<file path="src/rtl/multdiv_pkg.sv">
// Shared definitions for the multi-cycle multiplier/divider control slice.
// Holds the controller state encoding, the default iteration counts and a
// helper used to validate counter width against a terminal count.
package multdiv_pkg;

  typedef enum logic [1:0] {
    ST_IDLE = 2'd0,
    ST_RUN  = 2'd1,
    ST_DONE = 2'd2
  } state_t;

  localparam int DEF_CNT_W       = 6;
  localparam int DEF_MULT_CYCLES = 17;
  localparam int DEF_DIV_CYCLES  = 33;

  // A terminal count is usable when it is at least one and the counter can
  // hold the value TC itself (the count parks on TC during DONE).
  function automatic bit tc_fits(input int tc, input int width);
    return (tc >= 1) && (tc < (1 << width));
  endfunction

endpackage

</file>
<file path="src/rtl/cycle_counter.sv">
// Iteration counter built from dffe_ref bits and a ripple-AND incrementer.
// Also serves the datapath's shift-count logic.
// Ports: clk, clear (async, active-high), advance (count+1),
//        load_zero (synchronous return to zero, wins over advance),
//        count (current value).
module cycle_counter #(
  parameter int CNT_W = 6
) (
  input  logic             clk,
  input  logic             clear,
  input  logic             advance,
  input  logic             load_zero,
  output logic [CNT_W-1:0] count
);

  // carry[i] is high when every bit below i is set, i.e. bit i toggles.
  logic [CNT_W-1:0] carry;
  logic [CNT_W-1:0] d;
  logic             en;

  assign carry[0] = 1'b1;
  assign en       = advance | load_zero;

  generate
    for (genvar gi = 0; gi < CNT_W; gi++) begin : g_bit
      if (gi < CNT_W - 1) begin : g_carry
        assign carry[gi+1] = carry[gi] & count[gi];
      end
      assign d[gi] = ~load_zero & (count[gi] ^ carry[gi]);
      dffe_ref u_ff (
        .clk (clk),
        .clr (clear),
        .en  (en),
        .d   (d[gi]),
        .q   (count[gi])
      );
    end
  endgenerate

endmodule

</file>
<file path="src/rtl/dffe_ref.sv">
// Single-bit D flip-flop with write enable and asynchronous clear.
// Ports: clk (rising edge), clr (async, active-high), en (write enable),
//        d (next value), q (stored bit).
module dffe_ref (
  input  logic clk,
  input  logic clr,
  input  logic en,
  input  logic d,
  output logic q
);

  always_ff @(posedge clk or posedge clr) begin
    if (clr) begin
      q <= 1'b0;
    end else if (en) begin
      q <= d;
    end
  end

endmodule

</file>
<file path="src/rtl/multdiv_cycle_ctrl.sv">
// Iteration controller for the multi-cycle multiplier/divider.
// A start pulse latches the op type and runs the counter up to the op's
// terminal count (TC); enable stalls, abort cancels. A one-cycle
// data_resultRDY pulse marks completion.
// Ports: clock, ctrl_reset (async, active-high), ctrl_MULT / ctrl_DIV (start
//        pulses, DIV wins), ctrl_abort, enable (advance qualifier),
//        busy (RUN), first_cycle (RUN with count==0), op_is_div (latched op),
//        count (iteration index), data_resultRDY (DONE).
module multdiv_cycle_ctrl
  import multdiv_pkg::*;
#(
  parameter int CNT_W       = DEF_CNT_W,
  parameter int MULT_CYCLES = DEF_MULT_CYCLES,
  parameter int DIV_CYCLES  = DEF_DIV_CYCLES,
  parameter int RESTART_EN  = 0
) (
  input  logic             clock,
  input  logic             ctrl_reset,
  input  logic             ctrl_MULT,
  input  logic             ctrl_DIV,
  input  logic             ctrl_abort,
  input  logic             enable,
  output logic             busy,
  output logic             first_cycle,
  output logic             op_is_div,
  output logic [CNT_W-1:0] count,
  output logic             data_resultRDY
);

  generate
    if (!tc_fits(MULT_CYCLES, CNT_W) || !tc_fits(DIV_CYCLES, CNT_W)) begin : g_bad_params
      $error("multdiv_cycle_ctrl: cycle counts must be >= 1 and < 2**CNT_W");
    end
  endgenerate

  localparam logic [CNT_W-1:0] MULT_TC = CNT_W'(MULT_CYCLES);
  localparam logic [CNT_W-1:0] DIV_TC  = CNT_W'(DIV_CYCLES);

  state_t           state;
  state_t           state_next;
  logic             start;
  logic             advance;
  logic             load_zero;
  logic             latch_op;
  logic [CNT_W-1:0] tc;
  logic [CNT_W-1:0] tc_last;
  logic             at_last;

  assign start   = ctrl_MULT | ctrl_DIV;
  assign tc      = op_is_div ? DIV_TC : MULT_TC;
  assign tc_last = tc - CNT_W'(1);
  assign at_last = (count == tc_last);

  always_comb begin
    state_next = state;
    advance    = 1'b0;
    load_zero  = 1'b0;
    latch_op   = 1'b0;
    case (state)
      ST_IDLE: begin
        if (start && !ctrl_abort) begin
          state_next = ST_RUN;
          load_zero  = 1'b1;
          latch_op   = 1'b1;
        end
      end
      ST_RUN: begin
        if (ctrl_abort) begin
          state_next = ST_IDLE;
          load_zero  = 1'b1;
        end else if (start && (RESTART_EN != 0)) begin
          load_zero = 1'b1;
          latch_op  = 1'b1;
        end else if (enable) begin
          // The final increment lands the count on TC, which DONE holds.
          advance = 1'b1;
          if (at_last) begin
            state_next = ST_DONE;
          end
        end
      end
      ST_DONE: begin
        // A start here chains straight into the next op with no IDLE gap.
        load_zero = 1'b1;
        if (start && !ctrl_abort) begin
          state_next = ST_RUN;
          latch_op   = 1'b1;
        end else begin
          state_next = ST_IDLE;
        end
      end
      default: begin
        state_next = ST_IDLE;
        load_zero  = 1'b1;
      end
    endcase
  end

  // busy and data_resultRDY are registered copies of the next-state decode,
  // so they carry no combinational path from the inputs.
  always_ff @(posedge clock or posedge ctrl_reset) begin
    if (ctrl_reset) begin
      state          <= ST_IDLE;
      op_is_div      <= 1'b0;
      busy           <= 1'b0;
      data_resultRDY <= 1'b0;
    end else begin
      state          <= state_next;
      busy           <= (state_next == ST_RUN);
      data_resultRDY <= (state_next == ST_DONE);
      if (latch_op) begin
        op_is_div <= ctrl_DIV;
      end
    end
  end

  cycle_counter #(
    .CNT_W (CNT_W)
  ) u_counter (
    .clk       (clock),
    .clear     (ctrl_reset),
    .advance   (advance),
    .load_zero (load_zero),
    .count     (count)
  );

  assign first_cycle = busy & (count == '0);

endmodule

</file>
<file path="config.mk">
export PLATFORM = sky130hd
export DESIGN_NAME = multdiv_cycle_ctrl
export DESIGN_NICKNAME = d
export VERILOG_FILES = /design/src/rtl/multdiv_pkg.sv /design/src/rtl/cycle_counter.sv /design/src/rtl/dffe_ref.sv /design/src/rtl/multdiv_cycle_ctrl.sv
export SDC_FILE = /design/constraint.sdc
export NUM_CORES = 1
export LEC_CHECK = 0
export BUFFER_PORTS_ARGS = -buffer_cell sky130_fd_sc_hd__clkbuf_2
export CAP_MARGIN = 20
export CORE_MARGIN = 2
export CORE_UTILIZATION = 46
export CTS_CLUSTER_SIZE = 14
export DETAILED_ROUTE_END_ITERATION = 8
export PLACE_DENSITY = 0.71
export SYNTH_ARGS = -nofsm -noshare
export SYNTH_HDL_FRONTEND = slang
export SYNTH_SLANG_ARGS = --single-unit
</file>
<file path="constraint.sdc">
create_clock -name clock -period 1.8 [get_ports clock]
set_input_delay 0.09 -clock clock [delete_from_list [all_inputs] [get_ports clock]]
set_output_delay 0.09 -clock clock [all_outputs]
set_load 0.03 [all_outputs]
</file>
==> flow_metrics.py, run 1 <==
metrics = {
    "global_route": {
        "grt_max_degree": 12,
        "grt_pass1_wl_um": 1850,
        "track_usage": 0.180,
        "gr-total-overflow": 0,
        "antenna_found_initial": 0,
        "grt_pass1_vias": 408,
    },
    "routing": {
        "final_antenna_net_count": 0,
        "drt-pass1-iter-count": 4,
        "dr_total_vias": 443,
        "routed_wl_um": 1150,
        "wl_per_cell_um": 13.6,
        "drc": 0,
        "drt_iter0_drc": 5,
        "vias_per_cell": 5.27,
    },
    "floorplanning": {
        "core-area_mm2": 0.00130,
        "die_h_um": 41.2,
        "io_pins": 16,
        "die_area_mm2": 0.00169,
        "die_x_um": 41.2,
        "start_util": 0.488,
        "rows": 13,
    },
    "logic_synthesis": {
        "synth_nets": 65,
        "ys_seq_elements": 11,
        "netlist_instances": 54,
        "syn_area_um2": 636,
        "yosys-top-cells-area": "dfrtp_1 43%, ha_1 9.8%, buf_4 7.1%",
        "yosysTopAreaCell": "dfrtp_1",
        "ys_types": 22,
        "ys_seq_area_frac": 0.433,
        "postSynthAreaPerCell_um2": 11.8,
        "synth_warnings": 0,
        "netlist.area_leader.share": 0.433,
    },
    "setup_path": {
        "r2r-end": "u_counter.g_bit[5].u_ff.q",
        "crit_type": "register to register",
        "worst-r2r-setup-slack_ns": 0.16,
        "worstSetupEndpointType": "register",
        "reg2reg_from": "u_counter.g_bit[1].u_ff.q",
        "cp_slowest_cell": "dfrtp_1",
        "cp_cell_sequence": "ha_1 -> ha_1 -> ha_1 -> ha_1 -> and3_4 -> nor4b_2",
        "rr_worst_depth": 6,
        "required_ns": 1.98,
        "path_common_cell": "ha_1",
        "critPathLaunchType": "register",
        "worst_path_largest_cell_delay_ns": 0.41,
        "path_max_fanout": 4,
        "critPathArrivalTime_ns": 1.82,
    },
    "cells_and_area": {
        "n_antenna_cell": 0,
        "layout.cells.non_filler": 84,
        "fin_nets": 81,
        "drive_gt1_frac": 0.435,
        "area_growth_pct": 14.6,
    },
    "sta": {
        "setup_slack_ns": 0.161,
        "drv_slew": 0,
        "rsz0062_at_grt": "no",
        "skew_ns": 0.00554,
        "hold_viol_final": 0,
        "max_slew_margin": 0.704,
        "fmax_mhz": 610,
        "period_needed_ns": 1.64,
        "worst_pin_slew_ns": 0.443,
        "tns_ns": 0,
        "post-route-period-util": 0.911,
        "finalSetupViolCount": 0,
    },
    "placed_design": {
        "place_inst": 79,
        "post-place-ws_ns": 0.159,
        "dp.final_hpwl_um": 868,
        "portBuffers": 15,
        "gp_congestion": 0.672,
    },
    "power_and_ir_drop": {
        "leakage_nw": 0.375,
        "peakVddDrop_mv": 0.378,
        "power_w": 0.000595,
        "power_per_cell_area_mw_per_mm2": 817,
    },
    "worst_hold_path": {
        "hold_class": "primary input to register",
        "holdCritStartpoint": "ctrl_DIV",
        "min_path_cells": 2,
        "min_to": "op_is_div",
    },
    "clock_tree": {
        "cts_sinks": 11,
        "clkSlewWorstSetupHoldPaths_ns": 0.08,
        "cts-root-buf": "clkbuf_4",
        "cts_buffers": 3,
        "cts_htree_levels": 1,
        "worstSkewPairLatency_ns": 0.27,
        "clk_path_buf_depth": 2,
        "tritoncts": "built",
    },
    "run": {
        "timing.max_cap.violations": 0,
    },
    "status": {
        "outcome": "complete, no violations",
    },
}
[metrics by stage]
step	utilization	hold slack (ns)	cell area [um^2]
2_1_floorplan	-	-0.0576	636
3_3_place_gp	0.532	0.0910	692
3_5_place_dp	0.532	0.0947	692
4_1_cts	0.560	0.0540	728
5_1_grt	0.560	0.0579	728
6_report	0.560	0.0542	728
[per-layer routing]
layer  track usage  part of all wire
met5             0                 0
met4         0.121            0.0096
met3        0.0489             0.041
met2         0.238              0.43
met1         0.248              0.52
[kinds of logic after synthesis]
| group | Yosys count | share of synthesized area |
|---|---|---|
| compound gates | 12 | 0.171 |
| fa+ha+maj | 5 | 0.0984 |
| buf+inv | 9 | 0.0886 |
| flops | 11 | 0.433 |
| mux | 1 | 0.0177 |
| simple gates | 16 | 0.191 |
[cell usage in the layout (no fill, tap or decap), types with 2 or more instances in the layout]
cell type / count
nor3b_1: 2
clkbuf_4: 3
ha_1: 5
a22o_1: 3
nor4b_1: 2
nor2_1: 5
clkbuf_2: 15
a22o_2: 4
dfrtp_1: 11
inv_1: 3
[state kept, by name, indices dropped and copies added, names as in the netlist]
signal                  flops
op_is_div                   1
data_resultRDY              1
u_counter.g_bit.u_ff.q      6
busy                        1
state                       2
[synthesized netlist by cell type (all sizes together)]
master and count:
dfrtp 11, a22o 7, buf 6, ha 5, nor2 5, inv 3
nor4b 3, nor3b 2, a211oi 1, a21o 1, a21oi 1, and3 1
and3b 1, and4 1, and4bb 1, mux2 1, nand2 1, o2111ai 1
o21a 1, or2 1
[area by class of cell]
class	count	area (um^2)
Tap cell	15	18.8
Fill cell	123	573
Inverter	3	11.3
Multi-Input combinational cell	34	304
Clock buffer	4	26.3
Sequential cell	11	275
Timing Repair Buffer	17	92.6
[power breakdown]
part / switching (W) / internal [W] / total [W] / leakage, nW
sequential: 0.0000180 / 0.000264 / 0.000282 / 0.147
combinational: 0.0000841 / 0.0000576 / 0.000142 / 0.213
clock: 0.0000854 / 0.0000857 / 0.000171 / 0.0150
[critical path: cells and delay by family (launching register included)]
| kind | cells | cell delay [ns] |
|---|---|---|
| DFF | 1 | 0.41 |
| and+or+nand+nor | 2 | 0.40 |
| adders and majority gates | 4 | 0.76 |
[timing repair]
action / 4_1_cts / 5_1_grt
hold endpoints to repair: 11 / 0
hold buffers: 1 / 0
setup buffers: 0 / 0
resized for setup: 0 / 0
[worst max path at each step]
| stage | start | end | slack [ns] | depth (start not counted) |
|---|---|---|---|---|
| global placement | u_counter.g_bit[1].u_ff.q | u_counter.g_bit[5].u_ff.q | 0.20 | 6 |
| finish | u_counter.g_bit[1].u_ff.q | u_counter.g_bit[5].u_ff.q | 0.16 | 6 |
| global route | u_counter.g_bit[1].u_ff.q | u_counter.g_bit[5].u_ff.q | 0.09 | 6 |
| detailed placement | u_counter.g_bit[1].u_ff.q | u_counter.g_bit[5].u_ff.q | 0.16 | 6 |
| CTS | u_counter.g_bit[1].u_ff.q | u_counter.g_bit[5].u_ff.q | 0.15 | 6 |
| floorplan | u_counter.g_bit[1].u_ff.q | u_counter.g_bit[5].u_ff.q | 0.22 | 6 |
No activity file was read; power rests on OpenSTA's default activity.
==> run 2: changes to the inputs <==
--- a/config.mk
+++ b/config.mk
@@ -12,6 +12,7 @@
 export CTS_CLUSTER_SIZE = 14
 export DETAILED_ROUTE_END_ITERATION = 8
 export PLACE_DENSITY = 0.71
+export REMOVE_ABC_BUFFERS = 1
 export SYNTH_ARGS = -nofsm -noshare
 export SYNTH_HDL_FRONTEND = slang
 export SYNTH_SLANG_ARGS = --single-unit
==> flow_metrics.py, run 2 (same netlist as run 1, synthesis figures left out) <==
metrics = {
    "setup_path": {
        "path_common_cell": "ha_1",
        "critPathArrivalTime_ns": 1.81,
        "r2r-end": "u_counter.g_bit[5].u_ff.q",
        "critPathLaunchType": "register",
        "worst-r2r-setup-slack_ns": 0.17,
        "crit_type": "register to register",
        "path_max_fanout": 4,
        "cp_cell_sequence": "ha_1 -> ha_1 -> ha_1 -> ha_1 -> and3_4 -> nor4b_2",
        "reg2reg_from": "u_counter.g_bit[1].u_ff.q",
        "rr_worst_depth": 6,
        "cp_slowest_cell": "dfrtp_1",
        "worst_path_largest_cell_delay_ns": 0.41,
        "required_ns": 1.98,
        "worstSetupEndpointType": "register",
    },
    "clock_tree": {
        "cts_sinks": 11,
        "cts_setup_buffers": 0,
        "clk_path_buf_depth": 2,
        "postCtsHoldBufs": 1,
        "tritoncts": "built",
        "clkSlewWorstSetupHoldPaths_ns": 0.07,
        "worstSkewPairLatency_ns": 0.26,
        "cts_htree_levels": 1,
        "cts_resized": 0,
        "cts_buffers": 3,
        "cts-root-buf": "clkbuf_4",
    },
    "status": {
        "outcome": "complete, no violations",
    },
    "sta": {
        "skew_ns": 0.00177,
        "period_needed_ns": 1.63,
        "finalSetupViolCount": 0,
        "max_slew_margin": 0.719,
        "rsz0062_at_grt": "no",
        "post-route-period-util": 0.908,
        "fmax_mhz": 612,
        "drv_slew": 0,
        "hold_viol_final": 0,
        "tns_ns": 0,
        "whs_ns": 0.0696,
        "worst_pin_slew_ns": 0.421,
    },
    "cells_and_area": {
        "fin_nets": 81,
        "drive_gt1_frac": 0.435,
        "final_common_cell": "clkbuf_2",
        "final_cell_mix": "15 x clkbuf_2, 11 x dfrtp_1, 5 x nor2_1, 5 x ha_1, 4 x a22o_2",
        "layout.cells.non_filler": 84,
        "top_register": "u_counter.g_bit.u_ff.q",
        "area_growth_pct": 14.6,
        "n_antenna_cell": 0,
        "largest_reg_flops": 6,
        "top_regs": "u_counter.g_bit.u_ff.q: 6 flops, state: 2 flops",
    },
    "power_and_ir_drop": {
        "combPwrFrac": 0.238,
        "netSwitchingPower_w": 0.000182,
        "seqPwrFrac": 0.478,
        "p_int_w": 0.000408,
        "clock_power_share": 0.284,
        "sw_frac_of_total": 0.309,
        "leakage_nw": 0.375,
        "peakVddDrop_mv": 0.479,
        "power_per_cell_area_mw_per_mm2": 810,
    },
    "worst_hold_path": {
        "min_to": "op_is_div",
        "hold_class": "primary input to register",
        "min_path_cells": 2,
        "holdCritStartpoint": "ctrl_DIV",
    },
    "global_route": {
        "antenna_found_initial": 0,
        "track_usage": 0.148,
        "gr-total-overflow": 0,
        "grt_pass1_vias": 365,
        "grt_pass1_wl_um": 1610,
        "grt_max_degree": 12,
    },
    "floorplanning": {
        "core-area_mm2": 0.00130,
        "io_pins": 16,
        "die_x_um": 41.2,
        "die_area_mm2": 0.00169,
        "die_h_um": 41.2,
        "rows": 13,
        "start_util": 0.488,
    },
    "placed_design": {
        "portBuffers": 15,
        "dp.final_hpwl_um": 804,
        "gp_congestion": 0.680,
        "place_inst": 79,
    },
    "routing": {
        "vias_per_cell": 5.38,
        "topRoutingLayerUsed": "met3",
        "wl_per_cell_um": 12.3,
        "wl_met3_um": 36,
        "drt_iter0_drc": 7,
        "dr_total_vias": 452,
        "drt-met1-wl_um": 496,
        "final_antenna_net_count": 0,
        "drt-pass1-iter-count": 4,
        "wl_met2_um": 497,
        "drc": 0,
        "routed_wl_um": 1030,
    },
    "run": {
        "timing.max_cap.violations": 0,
    },
}
==> run 2: cell counts in the layout (fill, tap and decap cells not counted) <==
No cell type changed its count.
==> run 2: routing by layer <==
| metal | GRT usage | vias up |
|---|---|---|
| met3 | 0.0326 | 0 |
| met5 | 0 | - |
| met4 | 0.0726 | 0 |
| met1 | 0.193 | 214 |
| li1 | - | 228 |
| met2 | 0.230 | 10 |
==> run 2: power by group through the flow <==
stage	clock network (W)	registers, W	logic [W]
finish	0.000167	0.000282	0.000140
global route	0.000186	0.000285	0.000153
CTS	0.000172	0.000282	0.000143
detailed placement	0	0.000287	0.000141
global placement	0	0.000286	0.000140
floorplan	0	0.000312	0.0000705
==> run 2: how the worst max path moves through the flow <==
stage,start,end,slack (ns)
2_1_floorplan,u_counter.g_bit[1].u_ff.q,u_counter.g_bit[5].u_ff.q,0.06
3_3_place_gp,u_counter.g_bit[1].u_ff.q,u_counter.g_bit[5].u_ff.q,0.20
3_5_place_dp,u_counter.g_bit[1].u_ff.q,u_counter.g_bit[5].u_ff.q,0.17
4_1_cts,u_counter.g_bit[1].u_ff.q,u_counter.g_bit[5].u_ff.q,0.15
5_1_grt,u_counter.g_bit[1].u_ff.q,u_counter.g_bit[5].u_ff.q,0.11
6_report,u_counter.g_bit[1].u_ff.q,u_counter.g_bit[5].u_ff.q,0.17
==> run 2: metrics by stage <==
step / util / power, W / cell area, um^2 / setup WS, ns
after floorplan: - / 0.000383 / 591 / 0.0643
after detailed placement: 0.532 / 0.000428 / 692 / 0.165
final: 0.560 / 0.000590 / 728 / 0.166
after global routing: 0.560 / 0.000624 / 728 / 0.110
after global placement: 0.532 / 0.000426 / 692 / 0.199
after CTS: 0.560 / 0.000597 / 728 / 0.152
==> run 2: cell type report <==
| type | count | area (um^2) |
|---|---|---|
| flip-flops and latches | 11 | 275 |
| multi-input cells | 34 | 304 |
| clock buffers | 4 | 26.3 |
| inverters | 3 | 11.3 |
| well taps | 15 | 18.8 |
| repair buffers | 17 | 92.6 |
| fillers | 120 | 573 |
==> run 2: critical path: cells and delay by family, from the launching register on <==
kind / cells / cell delay (ns)
simple gates: 2 / 0.39
flops: 1 / 0.41
fa+ha+maj: 4 / 0.75
==> run 3: changes to the inputs <==
--- a/config.mk
+++ b/config.mk
@@ -7,7 +7,6 @@
 export LEC_CHECK = 0
 export BUFFER_PORTS_ARGS = -buffer_cell sky130_fd_sc_hd__clkbuf_2
 export CAP_MARGIN = 20
-export CORE_MARGIN = 2
 export CORE_UTILIZATION = 46
 export CTS_CLUSTER_SIZE = 14
 export DETAILED_ROUTE_END_ITERATION = 8
==> flow_metrics.py, run 3 (same netlist as run 1, synthesis figures left out) <==
metrics = {
    "setup_path": {
        "required_ns": 1.99,
        "cp_slowest_cell": "dfrtp_1",
        "cp_cell_sequence": "ha_1 -> ha_1 -> ha_1 -> ha_1 -> and3_4 -> nor4b_2",
        "path_common_cell": "ha_1",
        "worstSetupEndpointType": "register",
        "crit_type": "register to register",
        "path_max_fanout": 4,
        "worst_path_largest_cell_delay_ns": 0.42,
        "critPathTopFamily": "adder cells",
        "critPathLaunchType": "register",
        "critPathArrivalTime_ns": 1.85,
        "critPathBufInv": 0,
    },
    "sta": {
        "drv_slew": 0,
        "hold_viol_final": 0,
        "skew_ns": 0.00186,
        "post-route-period-util": 0.924,
        "fmax_mhz": 601,
        "worst_pin_slew_ns": 0.427,
        "whs_ns": 0.0592,
        "finalSetupViolCount": 0,
        "period_needed_ns": 1.66,
        "max_slew_margin": 0.715,
        "tns_ns": 0,
        "rsz0062_at_grt": "no",
    },
    "status": {
        "outcome": "complete, no violations",
    },
    "routing": {
        "wl_per_cell_um": 13.5,
        "final_antenna_net_count": 0,
        "drc": 0,
        "drt-pass1-iter-count": 4,
        "dr_total_vias": 471,
        "vias_per_cell": 5.61,
        "drt_iter0_drc": 7,
        "routed_wl_um": 1130,
    },
    "power_and_ir_drop": {
        "power_per_cell_area_mw_per_mm2": 824,
        "peakVddDrop_mv": 0.397,
        "leakage_nw": 0.375,
    },
    "clock_tree": {
        "clkSlewWorstSetupHoldPaths_ns": 0.07,
        "worstSkewPairLatency_ns": 0.27,
        "cts_htree_levels": 1,
        "cts_sinks": 11,
        "cts_buffers": 3,
        "cts-root-buf": "clkbuf_4",
        "cts_setup_buffers": 0,
        "clk_path_buf_depth": 2,
        "tritoncts": "built",
        "cts_resized": 0,
    },
    "global_route": {
        "grt_pass1_wl_um": 1740,
        "gr-total-overflow": 0,
        "antenna_found_initial": 0,
        "grt_pass1_vias": 411,
        "grt_max_degree": 12,
        "track_usage": 0.175,
    },
    "placed_design": {
        "gp_congestion": 0.702,
        "portBuffers": 15,
        "dp.final_hpwl_um": 834,
    },
    "cells_and_area": {
        "largest_reg_flops": 6,
        "fin_nets": 81,
        "final_cell_mix": "15 x clkbuf_2, 11 x dfrtp_1, 5 x nor2_1, 5 x ha_1, 4 x a22o_2",
        "n_antenna_cell": 0,
        "area_growth_pct": 14.6,
        "final_common_cell": "clkbuf_2",
        "top_regs": "u_counter.g_bit.u_ff.q: 6 flops, state: 2 flops",
        "top_register": "u_counter.g_bit.u_ff.q",
        "drive_gt1_frac": 0.435,
    },
    "floorplanning": {
        "core-area_mm2": 0.00128,
        "io_pins": 16,
        "start_util": 0.495,
        "rows": 13,
        "die_h_um": 39.2,
        "die_x_um": 39.2,
        "die_area_mm2": 0.00153,
    },
    "worst_hold_path": {
        "hold_class": "primary input to register",
    },
    "run": {
        "timing.max_cap.violations": 0,
    },
}
[run 3: cell counts in the layout (fill, tap and decap cells not counted)]
Identical to the previous run, type by type.
[run 3: power by group]
| part | switching [W] | internal [W] |
|---|---|---|
| combinational | 0.0000843 | 0.0000578 |
| sequential | 0.0000186 | 0.000264 |
| clock | 0.0000892 | 0.0000860 |
| total | 0.000192 | 0.000408 |
[run 3: per-layer routing]
| metal | up-vias | track usage | share of wire |
|---|---|---|---|
| met5 | - | 0 | 0 |
| met4 | 0 | 0.0776 | 0.017 |
| met3 | 2 | 0.0520 | 0.029 |
| met2 | 9 | 0.288 | 0.49 |
| met1 | 233 | 0.208 | 0.46 |
| li1 | 227 | - | - |
[run 3: per-stage QoR]
| stage | instances | util | instance area, um^2 | setup WS, ns | total power, W |
|---|---|---|---|---|---|
| 3_5_place_dp | 79 | 0.538 | 692 | 0.146 | 0.000429 |
| 3_3_place_gp | 79 | 0.538 | 692 | 0.205 | 0.000426 |
| 2_1_floorplan | 48 | - | 591 | 0.0643 | 0.000383 |
| 4_1_cts | 84 | 0.567 | 728 | 0.133 | 0.000606 |
| 5_1_grt | 84 | 0.567 | 728 | 0.0813 | 0.000632 |
| 6_report | 84 | 0.567 | 728 | 0.137 | 0.000600 |
[run 3: what timing repair did]
item | CTS | global route
endpoints found under the setup margin | 0 | 0
hold endpoints to repair | 11 | 0
hold buffers | 1 | 0
[run 3: area by class of cell]
type / count / area, um^2
inverter: 3 / 11.3
timing repair buffer: 17 / 92.6
sequential: 11 / 275
fill: 114 / 557
clock buffer: 4 / 26.3
tap: 15 / 18.8
multi-input combinational: 34 / 304
[run 3: final timing paths]
check	from	endpoint	slack [ns]	depth (start not counted)
max in group asynchronous	ctrl_reset	u_counter.g_bit[3].u_ff.q	1.17	3
min	ctrl_DIV	op_is_div	0.06	2
max	u_counter.g_bit[1].u_ff.q	u_counter.g_bit[5].u_ff.q	0.14	6
min reg2reg	u_counter.g_bit[2].u_ff.q	u_counter.g_bit[2].u_ff.q	0.56	1
min in group asynchronous	ctrl_reset	state[1]	0.33	3
max reg2reg	u_counter.g_bit[1].u_ff.q	u_counter.g_bit[5].u_ff.q	0.14	6
